[config.mk]
export PLATFORM = sky130hd
export DESIGN_NAME = pd_sched
export DESIGN_NICKNAME = d
export VERILOG_FILES = /design/src/rtl/pd_pkg.sv /design/src/rtl/pd_rr_arb.sv /design/src/rtl/pd_sched.sv
export SDC_FILE = /design/constraint.sdc
export NUM_CORES = 1
export LEC_CHECK = 0
export ABC_AREA = 1
export ABC_CLOCK_PERIOD_IN_PS = 10110
export BUFFER_PORTS_ARGS = -buffer_cell sky130_fd_sc_hd__buf_2
export CAP_MARGIN = 15
export CELL_PAD_IN_SITES_DETAIL_PLACEMENT = 0
export CELL_PAD_IN_SITES_GLOBAL_PLACEMENT = 2
export CORE_ASPECT_RATIO = 1.2
export CORE_MARGIN = 2
export CORE_UTILIZATION = 37
export DETAILED_ROUTE_END_ITERATION = 10
export PLACE_DENSITY_LB_ADDON = 0.1
export SETUP_SLACK_MARGIN = 0.3
export SYNTH_ARGS = -nofsm -noshare
export SYNTH_HDL_FRONTEND = slang
export SYNTH_SLANG_ARGS = --single-unit
[constraint.sdc]
create_clock -name clk_i -period 10.11 [get_ports clk_i]
set_input_delay 0.5055 -clock clk_i [delete_from_list [all_inputs] [get_ports clk_i]]
set_output_delay 0.5055 -clock clk_i [all_outputs]
set_load 0.05 [all_outputs]
[src/rtl/pd_pkg.sv]
// Shared definitions for the multi-channel 110110 pattern detector:
// FSM encoding, default pattern constants and the channel-index width helper.
package pd_pkg;

    typedef enum logic [1:0] {
        S_IDLE = 2'b00,
        S_RUN  = 2'b01,
        S_DONE = 2'b10
    } state_t;

    localparam int              PD_PLEN    = 6;
    localparam logic [PD_PLEN-1:0] PD_PATTERN = 6'b110110;

    // Width of an index into n channels; never narrower than one bit.
    function automatic int ch_w(input int n);
        return (n <= 1) ? 1 : $clog2(n);
    endfunction

endpackage

[src/rtl/pd_rr_arb.sv]
// Round-robin arbiter: grants the first requester at or above i_ptr, wrapping,
// and reports the winner both one-hot and encoded. No grant while i_en is low.
module pd_rr_arb
    import pd_pkg::*;
#(
    parameter int NCH = 4,
    parameter int IW  = ch_w(NCH)
) (
    input  logic [NCH-1:0] i_req,
    input  logic [IW-1:0]  i_ptr,
    input  logic           i_en,
    output logic [NCH-1:0] o_gnt,
    output logic [IW-1:0]  o_idx
);

    localparam int SW = IW + 1;

    logic [SW-1:0] w_sum;

    // Scan offsets from the far end down so the nearest requester is written last.
    always_comb begin
        o_gnt = '0;
        o_idx = '0;
        w_sum = '0;
        if (i_en) begin
            for (int i = NCH - 1; i >= 0; i--) begin
                w_sum = {1'b0, i_ptr} + SW'(i);
                if (w_sum >= SW'(NCH)) begin
                    w_sum = w_sum - SW'(NCH);
                end
                if (i_req[w_sum[IW-1:0]]) begin
                    o_gnt                 = '0;
                    o_gnt[w_sum[IW-1:0]]  = 1'b1;
                    o_idx                 = w_sum[IW-1:0];
                end
            end
        end
    end

endmodule

[src/rtl/pd_sched.sv]
// One shared 110110 serial detector time-multiplexed over NCH bit streams,
// with per-channel history, a saturating match counter and a stop threshold.
module pd_sched
    import pd_pkg::*;
#(
    parameter int              NCH     = 4,
    parameter int              PLEN    = PD_PLEN,
    parameter logic [PLEN-1:0] PATTERN = PD_PATTERN,
    parameter int              CW      = 8
) (
    input  logic                    clk_i,
    input  logic                    rst_i,
    input  logic                    en_i,
    input  logic                    clr_i,
    input  logic                    overlap_i,
    input  logic [CW-1:0]           thr_i,
    input  logic [NCH-1:0]          valid_i,
    input  logic [NCH-1:0]          data_i,
    output logic [NCH-1:0]          ready_o,
    output logic                    pd_o,
    output logic [$clog2(NCH)-1:0]  pd_ch_o,
    output logic [CW-1:0]           cnt_o,
    output logic                    done_o,
    output logic                    busy_o
);

    localparam int IW = $clog2(NCH);
    localparam int FW = $clog2(PLEN);

    state_t          r_state;
    state_t          w_next;
    logic [IW-1:0]   r_ptr;
    logic [PLEN-2:0] r_hist [NCH];
    logic [FW-1:0]   r_fill [NCH];
    logic [CW-1:0]   r_cnt;
    logic            r_pd;
    logic [IW-1:0]   r_pd_ch;

    logic            w_arb_en;
    logic [NCH-1:0]  w_gnt;
    logic [IW-1:0]   w_idx;
    logic            w_xfer;
    logic [PLEN-1:0] w_cand;
    logic            w_full;
    logic            w_match;
    logic [CW-1:0]   w_cnt_inc;
    logic            w_hit_thr;
    logic [IW-1:0]   w_ptr_next;

    // Handshake: a bit moves on channel k when valid_i[k] & ready_o[k] at a rising edge;
    // ready_o is one-hot, only in RUN with en_i=1 and clr_i=0, and never depends on data_i.
    assign w_arb_en = (r_state == S_RUN) && en_i && !clr_i;

    pd_rr_arb #(
        .NCH (NCH),
        .IW  (IW)
    ) u_arb (
        .i_req (valid_i),
        .i_ptr (r_ptr),
        .i_en  (w_arb_en),
        .o_gnt (w_gnt),
        .o_idx (w_idx)
    );

    assign ready_o    = w_gnt;
    assign w_xfer     = |(w_gnt & valid_i);
    assign w_cand     = {r_hist[w_idx], data_i[w_idx]};
    assign w_full     = (r_fill[w_idx] == FW'(PLEN - 1));
    assign w_match    = w_xfer && w_full && (w_cand == PATTERN);
    assign w_cnt_inc  = (r_cnt == '1) ? r_cnt : r_cnt + CW'(1);
    assign w_hit_thr  = (thr_i != '0) && (w_cnt_inc >= thr_i);
    assign w_ptr_next = (w_idx == IW'(NCH - 1)) ? '0 : w_idx + IW'(1);

    always_ff @(posedge clk_i) begin
        if (rst_i) begin
            r_state <= S_IDLE;
        end else begin
            r_state <= w_next;
        end
    end

    always_comb begin
        w_next = r_state;
        case (r_state)
            S_IDLE: begin
                if (!clr_i && en_i) begin
                    w_next = S_RUN;
                end
            end
            S_RUN: begin
                if (clr_i || !en_i) begin
                    w_next = S_IDLE;
                end else if (w_match && w_hit_thr) begin
                    w_next = S_DONE;
                end
            end
            S_DONE: begin
                if (clr_i) begin
                    w_next = S_IDLE;
                end
            end
            default: w_next = S_IDLE;
        endcase
    end

    // The pointer survives clr_i so fairness is not reset by a soft clear.
    always_ff @(posedge clk_i) begin
        if (rst_i) begin
            r_ptr <= '0;
        end else if (w_xfer) begin
            r_ptr <= w_ptr_next;
        end
    end

    always_ff @(posedge clk_i) begin
        if (rst_i || clr_i) begin
            for (int k = 0; k < NCH; k++) begin
                r_hist[k] <= '0;
                r_fill[k] <= '0;
            end
        end else if (w_xfer) begin
            if (w_match && !overlap_i) begin
                r_hist[w_idx] <= '0;
                r_fill[w_idx] <= '0;
            end else begin
                r_hist[w_idx] <= w_cand[PLEN-2:0];
                if (!w_full) begin
                    r_fill[w_idx] <= r_fill[w_idx] + FW'(1);
                end
            end
        end
    end

    always_ff @(posedge clk_i) begin
        if (rst_i || clr_i) begin
            r_pd    <= 1'b0;
            r_pd_ch <= '0;
            r_cnt   <= '0;
        end else begin
            r_pd <= w_match;
            if (w_match) begin
                r_pd_ch <= w_idx;
                r_cnt   <= w_cnt_inc;
            end
        end
    end

    assign pd_o    = r_pd;
    assign pd_ch_o = r_pd_ch;
    assign cnt_o   = r_cnt;
    assign done_o  = (r_state == S_DONE);
    assign busy_o  = (r_state == S_RUN);

endmodule

==> qor.csv, run 1 <==
metric,value,unit
CP Depth,19,
Max-Cap Viols,0,
Reg area,1260,sq um
hpwl dp,6.46,mm
outcome,completed,
layout cell share with drive strength beyond 1,0.162,
total track usage,0.184,
TritonCTS clock tree,built,
Routed WL,8.20,mm
Min Hold Slack,443,ps
Synth area leaders,"edfxtp_1 (30%), nand2_1 (9.8%), dfxtp_1 (9.4%), inv_1 (8.0%), nand3_1 (7.7%)",
met3 usage,0.0243,
"Setup Fix Bufs, Post-CTS",0,
highest-count cells in the layout ignoring fill and taps,"nand2_1 (83), inv_1 (68), nand3_1 (49)",
met2 Usage GRT,0.329,
register area share after synthesis,0.396,
"critical path, cell by cell",inv_4 -> ha_1 -> inv_1 -> nand3_1 -> nand2_1 -> nand3_1 -> nand2_1 -> nand2_1 -> nand2_4 -> nand2_8 -> nand2_2 -> inv_1 -> a221oi_1 -> ha_1 -> nand3_2 -> nor2_2 -> nand3_1 -> nand3_1 -> nor2_1,
Final Power,379,uW
Initial DRC Count,115,
Avg WL per Cell,14.3,um
Post-CTS Hold Fix Bufs,0,
Crit path top cell by count,nand3_1,
clock buffer depth,2,
Crit. End Element,flip-flop,
FILL cells,899,
Reg power frac,0.561,
global placement routability congestion,0.844,
antenna-violating nets left,0,
busiest grt layer,met2,
Core Region,8470,sq um
1st-pass router iterations,5,
crit path time final,4150,ps
"most common cell after layout, fill and taps aside",nand2_1,
hold path cells,2,
final net count,495,
Ys Warns,0,
pin count of the biggest net entering global routing,20,
crit path from,r_ptr[0]$_SDFFE_PP0N_,
Reg2Reg Setup Slack,5960,ps
Critical Path RT,10170,ps
Mapped Cells,417,
VDD IR-drop max,0.0000673,V
vias per cell,4.91,
initial antenna violation count,0,
top-area cell type share of the netlist area,0.302,
Pwr Density,107,nW/um^2
Final Util,0.420,
Syn Area/Cell,7.64,sq um
Final setup viols,0,
Post-Syn Area,3190,sq um
P_sw,104,uW
Crit path buffers/inverters,3,
Hold Path Class,in -> reg,
Via Count,2815,
Die ar.,9370,sq um
startpoint types,flip-flop,
Worst-Skew Late Latency,310,ps
r2r endpoint,r_hist[2][3]$_SDFFCE_PN0P_,
# rows,37,
switch share,0.274,
CTS Buf Count,5,
Worst setup endpoint,r_hist[2][3]$_SDFFCE_PN0P_,
CTS sink cnt,47,
CTS H-Tree Depth,2,
footprint of the multi-input gates,1580,sq um
critical path type,reg -> reg,
Fin Setup TNS,0,ps
CP Data Arrival Time,4210,ps
Tightest Pin Transition,909,ps
CP max stage cell,dfxtp_1,
clock slew seen by the registers of the worst setup and hold paths,90,ps
IO buf count,37,
worst rel slew slack,0.388,
Post-DP Area,3470,sq um
Die Wd,88.7,um
I/O pin total,38,
Vert. Die Dim,106,um
Hold Fails Final Rpt,0,
fmax,0.241,GHz
vias in the first global route,2722,
"CP delay by family, top",simple AND/OR/NAND/NOR gates,
P_int,275,uW
Crit Reg-Reg Startpoint,r_ptr[0]$_SDFFE_PP0N_,
"Period Utilization, post-route",0.410,
cell taking the most area after synthesis,edfxtp_1,
CP max stage delay,660,ps
synthesis-to-finish area growth,11.6,%
Worst Path Max Fanout,19,
Gate power share,0.130,
Setup Skew,16.9,ps
met1 Use GR,0.233,
DRC,0,
Netlist cell types,38,
Clk pwr share,0.309,
first-pass GRT wire length,13.3,mm
final instance area,3560,sq um
RSZ-0062 raised after global routing,false,
initial core utilization,0.376,
register bit total from synthesis,47,
CTS root buf,clkbuf_8,
leakage power,1.65,nW
# diodes,0,
total gr overflow,0,
Post-Syn Nets,457,
reg2reg path depth,19,
Final Max Slew Viols,0,
# resized after CTS,0,
[power groups by stage]
stage | registers [mW] | logic (mW) | clock network [mW]
detailed placement | 0.217 | 0.0495 | 0
finish | 0.213 | 0.0491 | 0.117
global route | 0.213 | 0.0555 | 0.126
global placement | 0.217 | 0.0499 | 0
floorplan | 0.216 | 0.0360 | 0
CTS | 0.213 | 0.0498 | 0.120
[state kept, by name, summed over array words and instances, names as in the netlist]
| signal | flops |
|---|---|
| r_hist | 20 |
| r_fill | 12 |
| cnt_o | 8 |
| pd_ch_o | 2 |
| r_ptr | 2 |
| r_state | 2 |
| pd_o | 1 |
[synth_stat cells (all sizes together)]
library cell / instances
o22ai: 2
dfxtp: 15
nor2: 52
nand4: 4
a21oi: 28
o41ai: 1
xnor2: 2
ha: 19
o21ai: 12
o211ai: 3
nand3b: 4
o31ai: 1
xor2: 3
nor4: 3
clkbuf: 1
inv: 74
a211oi: 1
buf: 6
nand2: 96
a22o: 1
edfxtp: 32
a221oi: 1
nor3: 3
clkinv: 1
nand3: 52
[worst min path at each step]
stage                                  startpoint                      end
after floorplan           r_state[1]$_SDFFE_PP0P_  r_state[0]$_SDFFE_PP0P_
after global placement      cnt_o[7]$_SDFFE_PP0N_    cnt_o[7]$_SDFFE_PP0N_
after CTS                                   rst_i  r_state[0]$_SDFFE_PP0P_
after global routing                        rst_i  r_state[0]$_SDFFE_PP0P_
final                                       rst_i  r_state[0]$_SDFFE_PP0P_
after detailed placement  pd_ch_o[1]$_SDFFE_PP0N_  pd_ch_o[1]$_SDFFE_PP0N_
[layer usage]
| layer | wire, um | vias up | share of wire |
|---|---|---|---|
| met4 | 65 | 0 | 0.0079 |
| met3 | 258 | 5 | 0.031 |
| li1 | - | 1435 | - |
| met2 | 4250 | 55 | 0.52 |
| met5 | 0 | - | 0 |
| met1 | 3630 | 1320 | 0.44 |
[cell type report]
cell class | count | share of cell area
clock buffers | 6 | 0.0204
inverters | 75 | 0.0806
flip-flops and latches | 47 | 0.355
clock inverters | 2 | 0.00493
well taps | 117 | 0.0412
repair buffers | 38 | 0.0542
multi-input cells | 288 | 0.444
[kinds of logic (layout without fill, tap and decap cells)]
group,after synthesis,count (layout),synth area share
buf+inv,82,121,0.108
flops,47,47,0.396
compound gates,50,50,0.0892
fa+ha+maj,19,19,0.0746
xor+xnor,5,5,0.0137
simple gates,214,214,0.318
[stage by stage]
step	cells	setup WS (ps)
after global routing	573	5530
final	573	5960
after CTS	573	5940
after global placement	565	5960
after detailed placement	565	5950
after floorplan	417	6550
No activity file was read; power rests on OpenSTA's default activity.
==> inputs of run 2 (changes only) <==
Settings changed: ABC_CLOCK_PERIOD_IN_PS 10110 to 3300, CORE_UTILIZATION 37 to 31.
Clock period 10.11 ns to 3.3 ns, I/O delays scaled along.
==> qor.csv, run 2 (same netlist as run 1, synthesis figures left out) <==
metric,value,unit,change
# diodes,0,,unchanged
max reg flops,20,,unchanged
clock buffer depth,2,,unchanged
vias in the first global route,2929,,"was 2,722"
global placement routability congestion,0.824,,was 0.844
Vert. Die Dim,115,um,was 106 um
clock slew seen by the registers of the worst setup and hold paths,60,ps,was 90 ps
Routed WL,9.47,mm,was 8.20 mm
IO buf count,37,,unchanged
crit path time final,3030,ps,was 4150 ps
CTS sink cnt,47,,unchanged
Max-Cap Viols,0,,unchanged
Critical Path RT,3310,ps,"was 10,170 ps"
Core Region,10000,sq um,was 8470 sq um
initial antenna violation count,0,,unchanged
Setup Skew,5.43,ps,was 16.9 ps
RSZ-0062 raised after global routing,true,,was false
outcome,completed,,unchanged
final instance area,4410,sq um,was 3560 sq um
Fin Setup TNS,0,ps,unchanged
TritonCTS clock tree,built,,unchanged
worst rel slew slack,0.800,,was 0.388
reg2reg path depth,18,,was 19
footprint of the multi-input gates,1920,sq um,was 1580 sq um
Crit. End Element,flip-flop,,unchanged
Avg WL per Cell,15.0,um,was 14.3 um
leakage power,2.01,nW,was 1.65 nW
Reg area,1280,sq um,was 1260 sq um
pin count of the biggest net entering global routing,16,,was 20
"Period Utilization, post-route",0.918,,was 0.410
startpoint types,flip-flop,,unchanged
Cells after DPL,592,,was 565
# rows,40,,was 37
vias per cell,4.83,,was 4.91
Non-Filler Instances,630,,was 573
Post-DP Area,3690,sq um,was 3470 sq um
layout cell share with drive strength beyond 1,0.379,,was 0.162
VDD IR-drop max,0.000172,V,was 0.0000673 V
final net count,543,,was 495
Worst-Skew Late Latency,290,ps,was 310 ps
DRC,0,,unchanged
CTS Buf Count,5,,unchanged
Die Wd,96.5,um,was 88.7 um
Die ar.,11100,sq um,was 9370 sq um
Final Max Slew Viols,0,,unchanged
Final Util,0.440,,was 0.420
hpwl dp,6.99,mm,was 6.46 mm
Hold Fails Final Rpt,0,,unchanged
first-pass GRT wire length,14.9,mm,was 13.3 mm
synthesis-to-finish area growth,38.4,%,was 11.6%
highest-count cells in the layout ignoring fill and taps,"nand2_1 (65), inv_1 (56), buf_4 (45)",,"was nand2_1 (83), inv_1 (68), nand3_1 (49)"
Initial DRC Count,136,,was 115
largest register by flop count,r_hist,,unchanged
hold path cells,2,,unchanged
initial core utilization,0.318,,was 0.376
total gr overflow,0,,unchanged
fmax,0.330,GHz,was 0.241 GHz
critical path type,reg -> reg,,unchanged
Hold Path Class,in -> reg,,unchanged
Pwr Density,342,nW/um^2,was 107 nW/um^2
Via Count,3041,,"was 2,815"
CTS root buf,clkbuf_16,,was clkbuf_8
total track usage,0.178,,was 0.184
FILL cells,1031,,was 899
Worst Path Max Fanout,5,,was 19
CTS H-Tree Depth,2,,unchanged
"most common cell after layout, fill and taps aside",nand2_1,,unchanged
1st-pass router iterations,4,,was 5
Min Hold Slack,121,ps,was 443 ps
CP Data Arrival Time,3040,ps,was 4210 ps
I/O pin total,38,,unchanged
antenna-violating nets left,0,,unchanged
Tightest Pin Transition,297,ps,was 909 ps
Final setup viols,0,,unchanged
==> run 2: changes by cell type in the layout (fill, tap and decap cells not counted), sizes merged <==
cell / previous run / this run
buf: 38 / 85
clkinv: 3 / 0
bufinv: 0 / 2
clkinvlp: 0 / 1
inv: 74 / 75
==> run 2: area by class of cell <==
type                    instances  area share
inverters                      75      0.0684
repair buffers                 85       0.126
flip-flops and latches         47       0.290
well taps                     126      0.0358
clock buffers                   6      0.0292
repair inverters                1     0.00170
multi-input cells             288       0.435
clock inverters                 2      0.0136
==> run 2: final timing paths <==
check                       endpoint  slack, ps               startpoint
max           r_fill[3][2]$_DFFE_PP_        270    r_ptr[0]$_SDFFE_PP0N_
min          r_state[0]$_SDFFE_PP0P_        120                    rst_i
max reg2reg   r_fill[3][2]$_DFFE_PP_        270    r_ptr[0]$_SDFFE_PP0N_
min reg2reg  pd_ch_o[0]$_SDFFE_PP0N_        470  pd_ch_o[0]$_SDFFE_PP0N_
==> run 2: per-stage QoR <==
step	worst slack [ps]	power [mW]
finish	272	1.51
global route	117	1.57
CTS	285	1.50
detailed placement	71.7	0.833
global placement	73.8	0.834
floorplan	278	0.779
==> run 2: timing repair <==
action | CTS | global route
gates resized for setup | 27 | 56
pin swaps | 13 | 24
setup buffers | 16 | 13
cloned | 1 | 0
hold buffers | 0 | 0
endpoints found under the setup margin | 51 | 72
hold endpoints to repair | 0 | 0
==> run 2: metal layers <==
layer	global-route usage	up-vias	part of all wire	wire [um]
met2	0.315	48	0.52	4880
li1	-	1532	-	-
met1	0.220	1450	0.44	4160
met5	0	-	0	0
met3	0.0282	11	0.026	249
met4	0.0563	0	0.018	175
==> run 2: report_power, final <==
group | internal, mW | switching (mW) | total, mW | leakage, nW
clock network | 0.435 | 0.222 | 0.657 | 0.0911
registers | 0.642 | 0.00601 | 0.648 | 0.481
logic | 0.0790 | 0.126 | 0.205 | 1.43
==> run 2: critical path: stages, from the launching register on <==
cell      delay, ps
dfxtp_4         400
inv_8            40
ha_4            290
inv_4            50
nand3_4          70
nand3_1          70
o21ai_1         140
nand2_1         100
nand2_4         170
nor2_4           70
a22o_1          230
a221oi_2        210
ha_2            240
nand3_4         100
nor2_4          120
nand4_1         110
nand2_2         170
nand2_2          80
nand2_4          80
==> inputs of run 3 (changes only) <==
Settings changed: CORE_MARGIN 2 to default, CTS_CLUSTER_DIAMETER from default to 40.
==> qor.csv, run 3 (same netlist as run 1, synthesis figures left out) <==
metric,value,unit,change
Clk pwr share,0.381,,was 0.435
Die ar.,10700,sq um,"was 11,100 sq um"
initial core utilization,0.318,,unchanged
vias in the first global route,2883,,"was 2,929"
Vert. Die Dim,113,um,was 115 um
vias per cell,4.83,,about the same
1st-pass router iterations,4,,unchanged
Max-Cap Viols,0,,unchanged
max reg flops,20,,unchanged
worst rel slew slack,0.683,,was 0.800
critical path type,reg -> reg,,unchanged
Final Max Slew Viols,0,,unchanged
Setup Skew,5.49,ps,was 5.43 ps
Post-CTS Hold Fix Bufs,0,,unchanged
IO buf count,37,,unchanged
fmax,0.330,GHz,about the same
# diodes,0,,unchanged
DRC,0,,unchanged
leakage power,1.98,nW,was 2.01 nW
"Period Utilization, post-route",0.918,,about the same
Initial DRC Count,104,,was 136
startpoint types,flip-flop,,unchanged
Final setup viols,0,,unchanged
"CP delay by family, top",simple AND/OR/NAND/NOR gates,,unchanged
hpwl dp,6.86,mm,was 6.99 mm
Fin Setup TNS,0,ps,unchanged
"critical path, cell by cell",inv_6 -> ha_4 -> inv_4 -> nand3_4 -> nand3_1 -> o21ai_1 -> nand2_1 -> nand2_4 -> nor2_4 -> a22o_1 -> a221oi_2 -> ha_2 -> nand3_4 -> nor2_4 -> nand4_1 -> nand2_2 -> nand2_1 -> nand2_2,,was inv_8 -> ha_4 -> inv_4 -> nand3_4 -> nand3_1 -> o21ai_1 -> nand2_1 -> nand2_4 -> nor2_4 -> a22o_1 -> a221oi_2 -> ha_2 -> nand3_4 -> nor2_4 -> nand4_1 -> nand2_2 -> nand2_2 -> nand2_4
VDD IR-drop max,0.000198,V,was 0.000172 V
# rows,40,,unchanged
P_sw,366,uW,was 354 uW
first-pass GRT wire length,14.3,mm,was 14.9 mm
antenna-violating nets left,0,,unchanged
P_int,1.01,mW,was 1.16 mW
CP Data Arrival Time,3030,ps,was 3040 ps
final net count,539,,was 543
Post-DP Area,3760,sq um,was 3690 sq um
RSZ-0062 raised after global routing,true,,unchanged
Crit path buffers/inverters,2,,unchanged
outcome,completed,,unchanged
Avg WL per Cell,14.8,um,was 15.0 um
CTS sink cnt,47,,unchanged
highest-count cells in the layout ignoring fill and taps,"nand2_1 (69), inv_1 (63), nor2_1 (44)",,"was nand2_1 (65), inv_1 (56), buf_4 (45)"
Worst Path Max Fanout,5,,unchanged
clock buffer depth,2,,unchanged
Pwr Density,317,nW/um^2,was 342 nW/um^2
crit path time final,3030,ps,about the same
total track usage,0.174,,was 0.178
CTS H-Tree Depth,2,,unchanged
synthesis-to-finish area growth,36.2,%,was 38.4%
Min Hold Slack,119,ps,was 121 ps
Crit. End Element,flip-flop,,unchanged
clock slew seen by the registers of the worst setup and hold paths,70,ps,was 60 ps
Critical Path RT,3300,ps,was 3310 ps
final instance area,4340,sq um,was 4410 sq um
TritonCTS clock tree,built,,unchanged
Worst-Skew Late Latency,290,ps,about the same
Core Region,10000,sq um,unchanged
layout cell share with drive strength beyond 1,0.358,,was 0.379
CP max stage delay,380,ps,was 400 ps
largest register by flop count,r_hist,,unchanged
global placement routability congestion,0.838,,was 0.824
Via Count,3025,,"was 3,041"
Gate power share,0.147,,was 0.136
I/O pin total,38,,unchanged
Final Power,1.37,mW,was 1.51 mW
total gr overflow,0,,unchanged
Routed WL,9.27,mm,was 9.47 mm
CTS Buf Count,5,,unchanged
pin count of the biggest net entering global routing,18,,was 16
Reg power frac,0.472,,was 0.429
Hold Path Class,in -> reg,,unchanged
"most common cell after layout, fill and taps aside",nand2_1,,unchanged
switch share,0.267,,was 0.234
CTS root buf,clkbuf_16,,unchanged
initial antenna violation count,0,,unchanged
Hold Fails Final Rpt,0,,unchanged
Die Wd,94.5,um,was 96.5 um
CP max stage cell,dfxtp_4,,unchanged
Tightest Pin Transition,472,ps,was 297 ps
==> run 3: repair_timing <==
| item | 4_1_cts | 5_1_grt |
|---|---|---|
| gates resized for setup | 11 | 61 |
| endpoints found under the setup margin | 34 | 51 |
| setup buffers | 5 | 11 |
| endpoints found under the hold margin | 0 | 0 |
| pin swaps | 6 | 22 |
==> run 3: path summary, 6_finish.rpt <==
kind	startpoint	endpoint	slack, ps	cells after the start
setup / recovery	r_ptr[0]$_SDFFE_PP0N_	r_fill[2][1]$_SDFFCE_PN0P_	270	18
hold / removal	rst_i	r_state[0]$_SDFFE_PP0P_	120	2
setup reg to reg	r_ptr[0]$_SDFFE_PP0N_	r_fill[2][1]$_SDFFCE_PN0P_	270	18
hold reg to reg	pd_ch_o[0]$_SDFFE_PP0N_	pd_ch_o[0]$_SDFFE_PP0N_	470	2
==> run 3: cell type report <==
cell class	instances	area, sq um
clock inverter	3	27.5
fill	1041	5670
timing repair buffer	82	534
inverter	75	304
clock buffer	5	125
tap	126	158
sequential	47	1270
multi-input combinational	288	1920
==> run 3: routing by layer <==
layer | track usage | part of all wire
met5 | 0 | 0
met4 | 0.0444 | 0.014
met3 | 0.0235 | 0.027
met2 | 0.311 | 0.53
met1 | 0.218 | 0.43
==> run 3: per-stage QoR <==
step | setup WS (ps) | cells | util
after floorplan | 278 | 417 | -
after global placement | 200 | 602 | 0.376
after detailed placement | 143 | 602 | 0.376
after CTS | 316 | 615 | 0.399
after global routing | 112 | 626 | 0.434
final | 271 | 626 | 0.434
==> run 3: worst register-to-register path, cell delays in order (launching register included) <==
cell and delay (ps):
dfxtp_4 380, inv_6 40, ha_4 280, inv_4 50
nand3_4 70, nand3_1 80, o21ai_1 150, nand2_1 110
nand2_4 130, nor2_4 70, a22o_1 230, a221oi_2 240
ha_2 260, nand3_4 90, nor2_4 130, nand4_1 120
nand2_2 150, nand2_1 80, nand2_2 90
==> run 3: power groups by stage <==
| stage | clock network, mW | logic [mW] | registers (mW) |
|---|---|---|---|
| 6_report | 0.523 | 0.202 | 0.648 |
| 2_1_floorplan | 0 | 0.118 | 0.662 |
| 4_1_cts | 0.535 | 0.182 | 0.650 |
| 3_3_place_gp | 0 | 0.177 | 0.664 |
| 5_1_grt | 0.556 | 0.223 | 0.650 |
| 3_5_place_dp | 0 | 0.175 | 0.664 |
